File: src/rtl/ms_clk_pkg.sv
// rtl/ms_clk_pkg.sv - shared encodings for the MS clock-configuration sequencer
// Purpose: source encodings and sequencer state type used by ms_clk_ctrl.
package ms_clk_pkg;

  localparam logic [1:0] SRC_8M      = 2'd0;
  localparam logic [1:0] SRC_ROSC    = 2'd1;
  localparam logic [1:0] SRC_XCLK    = 2'd2;
  localparam logic [1:0] SRC_ILLEGAL = 2'd3;

  typedef enum logic [2:0] {
    IDLE   = 3'd0,
    PARK   = 3'd1,
    QUAL   = 3'd2,
    FAIL   = 3'd3,
    APPLY  = 3'd4,
    SETTLE = 3'd5,
    DONE   = 3'd6
  } state_e;

endpackage

File: src/rtl/ms_clk_ctrl_sync.sv
// rtl/ms_clk_ctrl_sync.sv - xclk_tog synchroniser and edge detector
// Purpose: bring the XCLK/16 toggle into the clk domain and flag every transition.
// Ports:
//   clk, rst_n  system clock, asynchronous active-low reset
//   tog_i       toggle from the XCLK domain (asynchronous)
//   edge_o      one-cycle pulse per synchronised transition (either polarity)
module ms_clk_ctrl_sync (
  input  logic clk,
  input  logic rst_n,
  input  logic tog_i,
  output logic edge_o
);

  logic s1_q, s2_q, s3_q;

  always_ff @(posedge clk or negedge rst_n) begin
    if (!rst_n) begin
      s1_q <= 1'b0;
      s2_q <= 1'b0;
      s3_q <= 1'b0;
    end else begin
      s1_q <= tog_i;
      s2_q <= s1_q;
      s3_q <= s2_q;
    end
  end

  // Both rising and falling transitions count as a qualifying edge.
  assign edge_o = s2_q ^ s3_q;

endmodule

File: src/rtl/ms_clk_ctrl.sv
// rtl/ms_clk_ctrl.sv - glitch-safe clock configuration sequencer
// Purpose: park the generator on 8 MHz, reprogram selects while parked,
//          qualify XCLK before use, then release the 8 MHz override.
// Ports:
//   clk, rst_n                     system clock, asynchronous active-low reset
//   cfg_req, cfg_src/rosc/div      configuration request, sampled in IDLE only
//   xclk_tog                       XCLK/16 toggle, asynchronous to clk
//   cfg_busy, cfg_ack, cfg_err     sequence status and completion pulse
//   sel_n_8mhz, sel_xclk           0 = force 8 MHz; 1 = XCLK / 0 = ROSC
//   sel_rosc, clk_div              ROSC trim and divider to the generator
module ms_clk_ctrl
  import ms_clk_pkg::*;
#(
  parameter int SETTLE_CYCLES = 16,
  parameter int QUAL_EDGES    = 4,
  parameter int WD_LIMIT      = 256
) (
  input  logic       clk,
  input  logic       rst_n,
  input  logic       cfg_req,
  input  logic [1:0] cfg_src,
  input  logic [1:0] cfg_rosc,
  input  logic [1:0] cfg_div,
  input  logic       xclk_tog,
  output logic       cfg_busy,
  output logic       cfg_ack,
  output logic       cfg_err,
  output logic       sel_n_8mhz,
  output logic       sel_xclk,
  output logic [1:0] sel_rosc,
  output logic [1:0] clk_div
);

  localparam int SW = $clog2(SETTLE_CYCLES) + 1;
  localparam int EW = $clog2(QUAL_EDGES) + 1;
  localparam int WW = $clog2(WD_LIMIT) + 1;

  localparam logic [SW-1:0] SETTLE_LAST = SW'(SETTLE_CYCLES - 1);
  localparam logic [EW-1:0] EDGE_LAST   = EW'(QUAL_EDGES - 1);
  localparam logic [WW-1:0] WD_LAST     = WW'(WD_LIMIT - 1);

  state_e state_q, state_d;
  logic [SW-1:0] settle_cnt_q, settle_cnt_d;
  logic [EW-1:0] edge_cnt_q, edge_cnt_d;
  logic [WW-1:0] wd_cnt_q, wd_cnt_d;

  logic [1:0] req_src_q, req_src_d;
  logic [1:0] req_rosc_q, req_rosc_d;
  logic [1:0] req_div_q, req_div_d;

  logic       busy_q, busy_d;
  logic       ack_q, ack_d;
  logic       err_q, err_d;
  logic       n8_q, n8_d;
  logic       xclk_q, xclk_d;
  logic [1:0] rosc_q, rosc_d;
  logic [1:0] div_q, div_d;

  logic       tog_edge;
  logic [1:0] cur_src;
  logic       qual_ok;
  logic       qual_timeout;

  ms_clk_ctrl_sync u_sync (
    .clk    (clk),
    .rst_n  (rst_n),
    .tog_i  (xclk_tog),
    .edge_o (tog_edge)
  );

  // The running source is implied by the generator selects themselves, so a
  // failed qualification (which leaves 8 MHz forced) reads back as SRC_8M.
  assign cur_src = !n8_q ? SRC_8M : (xclk_q ? SRC_XCLK : SRC_ROSC);

  // The final edge wins over a simultaneous timeout.
  assign qual_ok      = tog_edge && (edge_cnt_q >= EDGE_LAST);
  assign qual_timeout = (wd_cnt_q >= WD_LAST);

  always_comb begin
    state_d    = state_q;
    req_src_d  = req_src_q;
    req_rosc_d = req_rosc_q;
    req_div_d  = req_div_q;
    busy_d     = busy_q;
    ack_d      = 1'b0;
    err_d      = 1'b0;
    n8_d       = n8_q;
    xclk_d     = xclk_q;
    rosc_d     = rosc_q;
    div_d      = div_q;

    case (state_q)
      IDLE: begin
        // Blocking accept during the ack cycle keeps one ack per request.
        if (cfg_req && !ack_q) begin
          if (cfg_src == SRC_ILLEGAL) begin
            ack_d = 1'b1;
            err_d = 1'b1;
          end else if (cfg_src == cur_src && cfg_rosc == rosc_q && cfg_div == div_q) begin
            ack_d = 1'b1;
          end else begin
            req_src_d  = cfg_src;
            req_rosc_d = cfg_rosc;
            req_div_d  = cfg_div;
            n8_d       = 1'b0;
            busy_d     = 1'b1;
            state_d    = PARK;
          end
        end
      end
      PARK: begin
        if (settle_cnt_q >= SETTLE_LAST)
          state_d = (req_src_q == SRC_XCLK) ? QUAL : APPLY;
      end
      QUAL: begin
        if (qual_ok)           state_d = APPLY;
        else if (qual_timeout) state_d = FAIL;
      end
      FAIL: begin
        xclk_d  = 1'b0;
        ack_d   = 1'b1;
        err_d   = 1'b1;
        busy_d  = 1'b0;
        state_d = IDLE;
      end
      APPLY: begin
        xclk_d  = (req_src_q == SRC_XCLK);
        rosc_d  = req_rosc_q;
        div_d   = req_div_q;
        state_d = SETTLE;
      end
      SETTLE: begin
        // Completion outputs are registered on entry to DONE.
        if (settle_cnt_q >= SETTLE_LAST) begin
          n8_d    = (req_src_q != SRC_8M);
          ack_d   = 1'b1;
          busy_d  = 1'b0;
          state_d = DONE;
        end
      end
      DONE:    state_d = IDLE;
      default: state_d = IDLE;
    endcase
  end

  // Counters restart on every state change and saturate rather than wrap.
  always_comb begin
    settle_cnt_d = settle_cnt_q;
    edge_cnt_d   = edge_cnt_q;
    wd_cnt_d     = wd_cnt_q;
    if (state_d != state_q) begin
      settle_cnt_d = '0;
      edge_cnt_d   = '0;
      wd_cnt_d     = '0;
    end else begin
      if ((state_q == PARK || state_q == SETTLE) && settle_cnt_q != '1)
        settle_cnt_d = settle_cnt_q + SW'(1);
      if (state_q == QUAL) begin
        if (wd_cnt_q != '1)
          wd_cnt_d = wd_cnt_q + WW'(1);
        if (tog_edge && edge_cnt_q != '1)
          edge_cnt_d = edge_cnt_q + EW'(1);
      end
    end
  end

  always_ff @(posedge clk or negedge rst_n) begin
    if (!rst_n) begin
      state_q      <= IDLE;
      settle_cnt_q <= '0;
      edge_cnt_q   <= '0;
      wd_cnt_q     <= '0;
      req_src_q    <= '0;
      req_rosc_q   <= '0;
      req_div_q    <= '0;
      busy_q       <= 1'b0;
      ack_q        <= 1'b0;
      err_q        <= 1'b0;
      n8_q         <= 1'b0;
      xclk_q       <= 1'b0;
      rosc_q       <= '0;
      div_q        <= '0;
    end else begin
      state_q      <= state_d;
      settle_cnt_q <= settle_cnt_d;
      edge_cnt_q   <= edge_cnt_d;
      wd_cnt_q     <= wd_cnt_d;
      req_src_q    <= req_src_d;
      req_rosc_q   <= req_rosc_d;
      req_div_q    <= req_div_d;
      busy_q       <= busy_d;
      ack_q        <= ack_d;
      err_q        <= err_d;
      n8_q         <= n8_d;
      xclk_q       <= xclk_d;
      rosc_q       <= rosc_d;
      div_q        <= div_d;
    end
  end

  assign cfg_busy   = busy_q;
  assign cfg_ack    = ack_q;
  assign cfg_err    = err_q;
  assign sel_n_8mhz = n8_q;
  assign sel_xclk   = xclk_q;
  assign sel_rosc   = rosc_q;
  assign clk_div    = div_q;

endmodule

File: config.mk
export PLATFORM = sky130hd
export DESIGN_NAME = ms_clk_ctrl
export DESIGN_NICKNAME = d
export VERILOG_FILES = /design/src/rtl/ms_clk_pkg.sv /design/src/rtl/ms_clk_ctrl_sync.sv /design/src/rtl/ms_clk_ctrl.sv
export SDC_FILE = /design/constraint.sdc
export NUM_CORES = 1
export LEC_CHECK = 0
export BUFFER_PORTS_ARGS = -buffer_cell sky130_fd_sc_hd__buf_4
export CORE_UTILIZATION = 58
export DETAILED_ROUTE_END_ITERATION = 12
export PLACE_DENSITY_LB_ADDON = 0.15
export SLEW_MARGIN = 15
export SYNTH_ARGS = -nofsm -noshare
export SYNTH_HDL_FRONTEND = slang
export SYNTH_HIERARCHICAL = 1
export SYNTH_SLANG_ARGS = --single-unit
File: constraint.sdc
create_clock -name clk -period 2.4 [get_ports clk]
set_input_delay 0.12 -clock clk [delete_from_list [all_inputs] [get_ports clk]]
set_output_delay 0.12 -clock clk [all_outputs]
set_load 0.005 [all_outputs]
Word level (Yosys, flattened, before mapping)
Cells that the tools add are included.

storage, ports and cells
  register bits = 38
  input bits = 10
  output and inout bits = 9
  logic and storage cells = 104

operators by class
  $add $sub $neg = 3
  order comparisons = 3
  equal/unequal tests = 18
  multiplexer cells = 38
  bitwise operators = 3
  reduce and logical (&&, ||, !) cells = 22

operators by type and width
  kind                                                                   number
  3-bit two-way mux                                                      11
  9-bit two-way mux                                                      3
  3-bit case mux with 5 select lines                                     1
  1-bit two-way mux                                                      14
  2-bit nonzero test                                                     7
  5-bit two-way mux                                                      2
  5-bit AND reduction                                                    2
  9-bit by 1-bit adder with 9-bit output, second input constant          1
  9-bit by 8-bit >= comparator with 1-bit output, second input constant  1
  9-bit != test, second input constant                                   1
  2-bit != test, second input constant                                   4
  2-bit equality test                                                    3
  3-bit by 2-bit equality test with 1-bit output, second input constant  2
  3-bit equality test, second input constant                             2
  1-bit logical AND                                                      6
  1-bit case mux with 2 select lines                                     3
  1-bit case mux with 3 select lines                                     2
  5-bit by 1-bit adder with 5-bit output, second input constant          1
  5-bit by 4-bit >= comparator with 1-bit output, second input constant  1
  5-bit != test, second input constant                                   1
  2-bit equality test, second input constant                             2
  2-bit two-way mux                                                      2
  2-bit AND reduction                                                    2
  4-bit AND reduction                                                    1
  other kinds (11)                                                       12

Logic depth before layout (Yosys ltp)
Gate-level depths: netlist (run 1).

  depth in word-level cells = 12
  gate-level depth with buffers = 9

Modules after synthesis
The synthesis (run 1) kept the hierarchy.

by module, submodules not included
  module            times used  cells an instance  area each (um^2)  sequential area each (um^2)
  ms_clk_ctrl       1           185                1926.8            875.8
  ms_clk_ctrl_sync  1           4                  83.8              75.1

Least setup slack after synthesis (run 1)
OpenSTA, ideal clock, no wires.

  path type = reg2reg
  start point = reg wd_cnt_q[0]
  end point = reg settle_cnt_q[1]
  library setup time = 77 ps
  arrival = 1964 ps
  required time = 2323 ps
  setup slack = 359 ps
  cell stages (with the launch flop) = 9
  cell sequence = dfrtp_1 ha_1 nand3_1 nor2_1 ha_1 o41ai_1 o2111ai_2 buf_2 a21oi_1

on the way
  longest elaborated chain between the ends = 6

ends and longest elaborated chain
  element                                                  RTL line            source
  start: declaration                                       ms_clk_ctrl.sv:45   logic [WW-1:0] wd_cnt_q, wd_cnt_d;
  start signal: assignment                                 ms_clk_ctrl.sv:187  wd_cnt_q <= wd_cnt_d;
  9-bit by 8-bit >= comparator with 1-bit output (*)       ms_clk_ctrl.sv:77   assign qual_timeout = (wd_cnt_q >= WD_LAST);
  3-bit two-way mux (*)                                    ms_clk_ctrl.sv:117  else if (qual_timeout) state_d = FAIL;
  3-bit two-way mux (*)                                    ms_clk_ctrl.sv:116  if (qual_ok) state_d = APPLY;
  3-bit case mux with 5 select lines (*)                   ms_clk_ctrl.sv:92   case (state_q)
  3-bit != test (*)                                        ms_clk_ctrl.sv:151  if (state_d != state_q) begin
  5-bit two-way mux or 2-bit nonzero test (tied branches)  -
  end signal: assignment                                   ms_clk_ctrl.sv:185  settle_cnt_q <= settle_cnt_d;
  end: declaration                                         ms_clk_ctrl.sv:43   logic [SW-1:0] settle_cnt_q, settle_cnt_d;

Every way passes the cells marked *; elsewhere a longest branch is shown, timed or not.
A chain may end at the register's enable or synchronous reset.

Final worst setup path (run 1)
  start point = reg wd_cnt_q[0]
  end point = reg edge_cnt_q[1]

on the way
  longest elaborated chain between the ends = 7

ends and longest elaborated chain
  element                                             RTL line            source
  9-bit by 8-bit >= comparator with 1-bit output (*)  ms_clk_ctrl.sv:77
  3-bit two-way mux (*)                               ms_clk_ctrl.sv:117
  3-bit two-way mux (*)                               ms_clk_ctrl.sv:116
  3-bit case mux with 5 select lines (*)              ms_clk_ctrl.sv:92
  3-bit != test (*)                                   ms_clk_ctrl.sv:151
  2-bit nonzero test (no line)                        -
  2-bit AND reduction (no line)                       -
  end signal: assignment                              ms_clk_ctrl.sv:186  edge_cnt_q <= edge_cnt_d;
  end: declaration                                    ms_clk_ctrl.sv:44   logic [EW-1:0] edge_cnt_q, edge_cnt_d;

Marks and branches as above.

==> results of run 1 <==
==> critical path: stages, from the launching register on <==
cell       delay, ns
dfrtp_1         0.43
ha_1            0.26
nand3_1         0.09
nor2_1          0.06
ha_1            0.18
o41ai_1         0.50
o2111ai_2       0.18
buf_4           0.23
a21oi_1         0.17
==> how the worst max path moves through the flow <==
stage                           start               to  slack [ns]  cells after the start
final                     wd_cnt_q[0]    edge_cnt_q[1]        0.22                      8
after detailed placement  wd_cnt_q[0]      wd_cnt_q[8]        0.20                      8
after global routing      wd_cnt_q[0]      wd_cnt_q[7]        0.01                      8
after global placement    wd_cnt_q[0]    edge_cnt_q[1]        0.28                      8
after CTS                 wd_cnt_q[0]    edge_cnt_q[1]        0.18                      8
after floorplan           wd_cnt_q[0]  settle_cnt_q[1]        0.36                      8
==> sequential cells by signal (all words and copies together), names as in the netlist <==
name	cells
cfg_ack	1
req_rosc_q	2
sel_rosc	2
req_div_q	2
state_q	3
u_sync/s1_q	1
cfg_err	1
sel_xclk	1
clk_div	2
req_src_q	2
cfg_busy	1
wd_cnt_q	9
settle_cnt_q	5
u_sync/s2_q	1
u_sync/s3_q	1
edge_cnt_q	3
sel_n_8mhz	1
==> placed cells by master, fill, tap and decap left out, drive strengths merged, types with 4 or more instances in the layout <==
master,count
nand4,7
xnor2,12
ha,9
dlygate4sd3,4
inv,5
mux2,14
nand2,26
o21ai,6
dfrtp,38
a21oi,21
nor2,9
buf,25
clkbuf,7
xor2,4
==> area by class of cell <==
| type | instances | area [um2] | area share [%] |
|---|---|---|---|
| flip-flops and latches | 38 | 951 | 41.0 |
| well taps | 46 | 57.6 | 2.48 |
| multi-input cells | 140 | 1000 | 43.3 |
| clock buffers | 7 | 55.1 | 2.37 |
| clock inverters | 1 | 5.00 | 0.216 |
| inverters | 5 | 18.8 | 0.809 |
| repair buffers | 29 | 228 | 9.82 |
==> kinds of logic (layout without fill, tap and decap cells) <==
logic type	count (synthesis)	after routing	share of synthesized area [%]
compound gates	39	39	12.3
xor+xnor	16	16	6.97
fa+ha+maj	9	9	5.60
buf+inv	11	42	2.74
flops	38	38	47.3
mux	15	15	8.52
simple gates	61	61	16.6
==> layer usage <==
| layer | vias up | wire length (um) | share of wire, % |
|---|---|---|---|
| li1 | 735 | - | - |
| met1 | 740 | 1830 | 47 |
| met2 | 18 | 1870 | 48 |
| met3 | 5 | 105 | 2.7 |
| met4 | 0 | 70 | 1.8 |
| met5 | - | 0 | 0 |
==> power by group through the flow <==
stage / combinational, mW / sequential [mW] / clock (mW)
6_report: 1.05 / 0.999 / 0.349
5_1_grt: 1.15 / 1.03 / 0.388
2_1_floorplan: 0.731 / 0.945 / 0
3_3_place_gp: 1.00 / 0.992 / 0
3_5_place_dp: 1.04 / 1.01 / 0
4_1_cts: 1.05 / 0.998 / 0.365
==> through the flow <==
stage / total power, mW / cell area [um2] / hold slack (ns) / instances
after floorplan: 1.68 / 2010 / -0.176 / 189
after global placement: 1.99 / 2220 / 0.104 / 254
after detailed placement: 2.05 / 2220 / 0.117 / 254
after CTS: 2.41 / 2320 / 0.00283 / 266
after global routing: 2.57 / 2320 / 0.00404 / 266
final: 2.39 / 2320 / 0.0226 / 266
==> repair_timing <==
action                    in CTS  in global routing
buffers inserted               0                  0
hold endpoints to repair      41                  0
hold buffers                   4                  0
==> flow_metrics.py, run 1 <==
metrics = {
    "status": {
        "status": "finished, final reports clean",
    },
    "logic_synthesis": {
        "yosysSeqAreaShare_pct": 47.3,
        "synth_area_um2": 2010,
        "yosys.cell_count.top_type": "dfrtp_1",
        "synth_edf_count": 0,
        "ys_ff_latch": 38,
        "synth_ff_type": "dfrtp_1",
        "async_flop_share_pct": 100,
        "avgSynthCellArea_um2": 10.6,
        "synth_top_area_share_pct": 47.3,
        "post-synth-top-area-cell": "dfrtp_1",
        "synthTopCellsByCount": "dfrtp_1 (38), nand2_1 (26), a21oi_1 (20)",
        "synthTopCellsByArea": "dfrtp_1 (47%), mux2_2 (6.7%), ha_1 (5.6%)",
        "synthCells": 189,
        "yosys_warnings": 6,
        "synth.distinct_cells": 40,
        "syn-num-nets": 208,
    },
    "global_routing": {
        "grt_antenna_before_repair": 0,
        "grt_max_degree": 39,
        "use_met3_pct": 7.25,
        "grt_pass1_vias": 1481,
        "overflow": 0,
        "met1_usage_pct": 32.4,
        "grt_use_met2_pct": 40.0,
        "global_route.peak_usage_layer": "met2",
        "grt_pass1_wl_um": 6620,
        "grtUsageTotal_pct": 25.3,
    },
    "setup_path": {
        "rr_worst_depth": 8,
        "cp-start-kind": "register",
        "path_class": "register to register",
        "worstPathArrival_ns": 2.45,
        "worstPathMaxFanout": 17,
        "r2r_slack_ns": 0.22,
        "end_kind": "register",
        "r2r-start": "wd_cnt_q[0]",
        "cp_data_required_time_ns": 2.67,
        "reg2reg_to": "edge_cnt_q[1]",
    },
    "timing": {
        "slew_headroom_pct": 65.1,
        "fmax_mhz": 460,
        "report.final.slew_viol_count": 0,
        "finalHoldViolations": 0,
        "tightest_slew_ns": 0.517,
        "setup_violations": 0,
        "clock_skew_ns": 0.0113,
        "post-route-period-util_pct": 90.7,
        "layout_min_cycle_time_ns": 2.18,
        "rsz0062_at_grt": "no",
        "setup_slack_ns": 0.224,
        "setup_tns_ns": 0,
    },
    "power_and_ir_drop": {
        "p_sw_mw": 0.925,
        "ir_worst_vdd_v": 0.000784,
        "p_sw_share_pct": 38.7,
        "combPwrFrac_pct": 43.7,
        "p_leak_nw": 1.07,
        "intPower_mw": 1.47,
        "p_per_area_nw_per_um2": 1030,
        "sequentialPowerShare_pct": 41.7,
        "clock_power_share_pct": 14.6,
    },
    "clock_tree": {
        "cts_root_buffer": "clkbuf_4",
        "clock_path_buffers": 2,
        "clkTransAtPathRegs_ns": 0.11,
        "clock_sinks": 38,
        "numCtsBuffers": 5,
        "clk_latency_ns": 0.35,
        "cts_tree": "yes",
        "htreeDepth": 2,
        "ctsResizeCount": 0,
    },
    "floorplanning": {
        "rows": 21,
        "core_area_um2": 3340,
        "dieWidth_um": 60.9,
        "die_y_um": 60.9,
        "ioPinCount": 19,
        "dieArea_um2": 3710,
        "start_util_pct": 60.3,
    },
    "hold_path": {
        "min_path_type": "input port to register",
        "min_to": "req_src_q[0]",
        "hold_path_depth": 2,
        "min_from": "cfg_src[0]",
    },
    "layout": {
        "area_growth_pct": 15.4,
        "fin_nets": 238,
        "final_util_pct": 69.5,
        "num_antenna_cells": 0,
        "drive_gt1_share_pct": 23.6,
        "num-fill-cells": 264,
    },
    "drt": {
        "wl_per_cell_um": 14.6,
        "remaining_drc_errors": 0,
        "vias": 1498,
        "drtIter0Drc": 90,
        "via_per_inst": 5.63,
        "postRouteAntennaNets": 0,
        "drt-total-wl_um": 3870,
        "dr.pass1.iters": 4,
    },
    "placed_design": {
        "gp_congestion": 0.758,
        "portBuffers": 18,
        "dp_slack_ns": 0.203,
        "dp_hpwl_um": 2690,
    },
    "flow_run": {
        "maxCapViolations": 0,
    },
}
Power figures use the tool's default switching activity.
==> run 2: changes to the inputs <==
--- a/config.mk
+++ b/config.mk
@@ -6,6 +6,7 @@
 export NUM_CORES = 1
 export LEC_CHECK = 0
 export BUFFER_PORTS_ARGS = -buffer_cell sky130_fd_sc_hd__buf_4
+export CORE_ASPECT_RATIO = 0.8
 export CORE_UTILIZATION = 58
 export DETAILED_ROUTE_END_ITERATION = 12
 export PLACE_DENSITY_LB_ADDON = 0.15
==> run 2 against run 1 <==
  * Count of clock-buffer cells in the layout shrank 1
  * First-iteration DRC count grew 12%
  * Register-to-register slack lost 0.05 ns
  * Global-route usage shrank 0.33 points
  * Flip-flop and latch count is the same
  * Critical path depth shrank 1
  * Via count grew 0.80%
  * Die area is essentially flat
  * Critical endpoint is now settle_cnt_q[4]
  * Largest power group unchanged
==> flow_metrics.py, run 2 (same netlist as run 1, synthesis figures left out) <==
metrics = {
    "status": {
        "status": "finished, final reports clean",
    },
    "setup_path": {
        "rr_worst_depth": 7,
        "critPathMaxStageDelay_ns": 0.46,
        "crit_family": "compound AO/OA/AOI/OAI gates",
        "path_class": "register to register",
        "cp.depth": 7,
        "crit_buf_inv": 0,
        "worstPathArrival_ns": 2.43,
        "r2r_slack_ns": 0.18,
        "reg2reg_to": "settle_cnt_q[4]",
        "worstPathMaxFanout": 17,
        "cp_data_required_time_ns": 2.61,
        "cp_slowest_cell": "o41a_2",
        "cpMostUsedCell": "ha_1",
        "cp-start-kind": "register",
        "end_kind": "register",
        "crit_chain": "ha_1 > and3_1 > ha_1 > o41a_2 > a21oi_4 > o211ai_1 > a21oi_1",
        "startpoint": "settle_cnt_q[0]",
        "r2r-start": "settle_cnt_q[0]",
    },
    "layout": {
        "fin_nets": 236,
        "drive_gt1_share_pct": 24.3,
        "most-common-layout-cells": "dfrtp_1 (38), nand2_1 (26), buf_4 (25)",
        "largestRegisters": "wd_cnt_q (9), settle_cnt_q (5)",
        "final_cell_count_no_fill": 258,
        "num_antenna_cells": 0,
        "largest_reg_flops": 9,
        "final_util_pct": 72.8,
        "area_growth_pct": 15.7,
        "regMostFlops": "wd_cnt_q",
        "final_common_cell": "dfrtp_1",
    },
    "hold_path": {
        "hold_path_depth": 2,
        "min_to": "req_div_q[0]",
        "min_path_type": "input port to register",
        "min_from": "cfg_div[0]",
    },
    "timing": {
        "setup_tns_ns": 0,
        "setup_slack_ns": 0.178,
        "clock_skew_ns": 0.0101,
        "layout_min_cycle_time_ns": 2.22,
        "setup_violations": 0,
        "slew_headroom_pct": 65.1,
        "rsz0062_at_grt": "no",
        "report.final.slew_viol_count": 0,
        "fmax_mhz": 450,
        "tightest_slew_ns": 0.523,
        "post-route-period-util_pct": 92.6,
        "finalHoldViolations": 0,
    },
    "placed_design": {
        "dp_slack_ns": 0.197,
        "dp.cells": 248,
        "dp_hpwl_um": 2750,
        "portBuffers": 18,
        "gp_congestion": 0.767,
    },
    "floorplanning": {
        "die_y_um": 54.7,
        "rows": 18,
        "dieWidth_um": 67.8,
        "ioPinCount": 19,
        "dieArea_um2": 3710,
        "core_area_um2": 3200,
        "start_util_pct": 62.9,
    },
    "clock_tree": {
        "ctsResizeCount": 0,
        "ctsHoldBuffers": 2,
        "clkTransAtPathRegs_ns": 0.07,
        "htreeDepth": 2,
        "cts_tree": "yes",
        "cts_root_buffer": "clkbuf_8",
        "clock_path_buffers": 2,
        "clk_latency_ns": 0.29,
        "numCtsBuffers": 5,
        "post_cts_buffers": 0,
        "clock_sinks": 38,
    },
    "drt": {
        "postRouteAntennaNets": 0,
        "remaining_drc_errors": 0,
        "via_per_inst": 5.85,
        "dr.pass1.iters": 4,
        "drtIter0Drc": 101,
        "drt-total-wl_um": 3940,
        "wl_per_cell_um": 15.3,
        "vias": 1510,
    },
    "global_routing": {
        "grt_pass1_wl_um": 6580,
        "grt_pass1_vias": 1500,
        "overflow": 0,
        "grt_max_degree": 39,
        "grt_antenna_before_repair": 0,
        "grtUsageTotal_pct": 25.0,
    },
    "power_and_ir_drop": {
        "p_leak_nw": 1.08,
        "finalPower_mw": 2.49,
        "ir_worst_vdd_v": 0.000737,
        "p_per_area_nw_per_um2": 1070,
    },
    "flow_run": {
        "maxCapViolations": 0,
    },
}
-- run 2: cell types whose count changed in the layout (fill, tap and decap cells not counted), sizes merged --
cell         change
clkbuf           -1
clkinvlp         +1
dlygate4sd3      -2
-- run 2: metrics by stage --
step / hold slack [ns] / cell area [um2]
after floorplan: -0.176 / 2010
after global placement: 0.103 / 2210
after detailed placement: 0.114 / 2210
after CTS: 0.0794 / 2330
after global routing: 0.0829 / 2330
final: 0.0861 / 2330
-- run 2: worst max path at each step --
stage                                 end  slack, ns
after floorplan           settle_cnt_q[1]       0.36
after global placement        wd_cnt_q[8]       0.28
after detailed placement  settle_cnt_q[4]       0.20
after CTS                 settle_cnt_q[4]       0.17
after global routing        edge_cnt_q[1]       0.06
final                     settle_cnt_q[4]       0.18
-- run 2: final cells by class --
type	count	area, um2
Timing Repair Buffer	27	208
Clock inverter	2	12.5
Tap cell	40	50.0
Fill cell	228	871
Clock buffer	6	82.6
Sequential cell	38	951
Multi-Input combinational cell	140	1000
Inverter	5	18.8
-- run 2: worst reg2reg max path, delay by kind of cell (launching register included) --
family	cells	cell delay, ns
AOI/OAI and AO/OA	4	1.16
adders and majority gates	2	0.41
DFF	1	0.42
and+or+nand+nor	1	0.16
-- run 2: metal layers --
metal / up-vias / global-route usage (%) / routed length, um
met5: - / 0 / 0
li1: 729 / - / -
met2: 38 / 44.2 / 1930
met1: 739 / 30.7 / 1780
met3: 4 / 6.25 / 197
met4: 0 / 5.90 / 24
-- run 2: where the power goes --
| group | switching [mW] | leakage (nW) | internal, mW |
|---|---|---|---|
| clock network | 0.221 | 0.0472 | 0.231 |
| logic | 0.571 | 0.542 | 0.495 |
| registers | 0.159 | 0.490 | 0.818 |
| total | 0.951 | 1.08 | 1.54 |
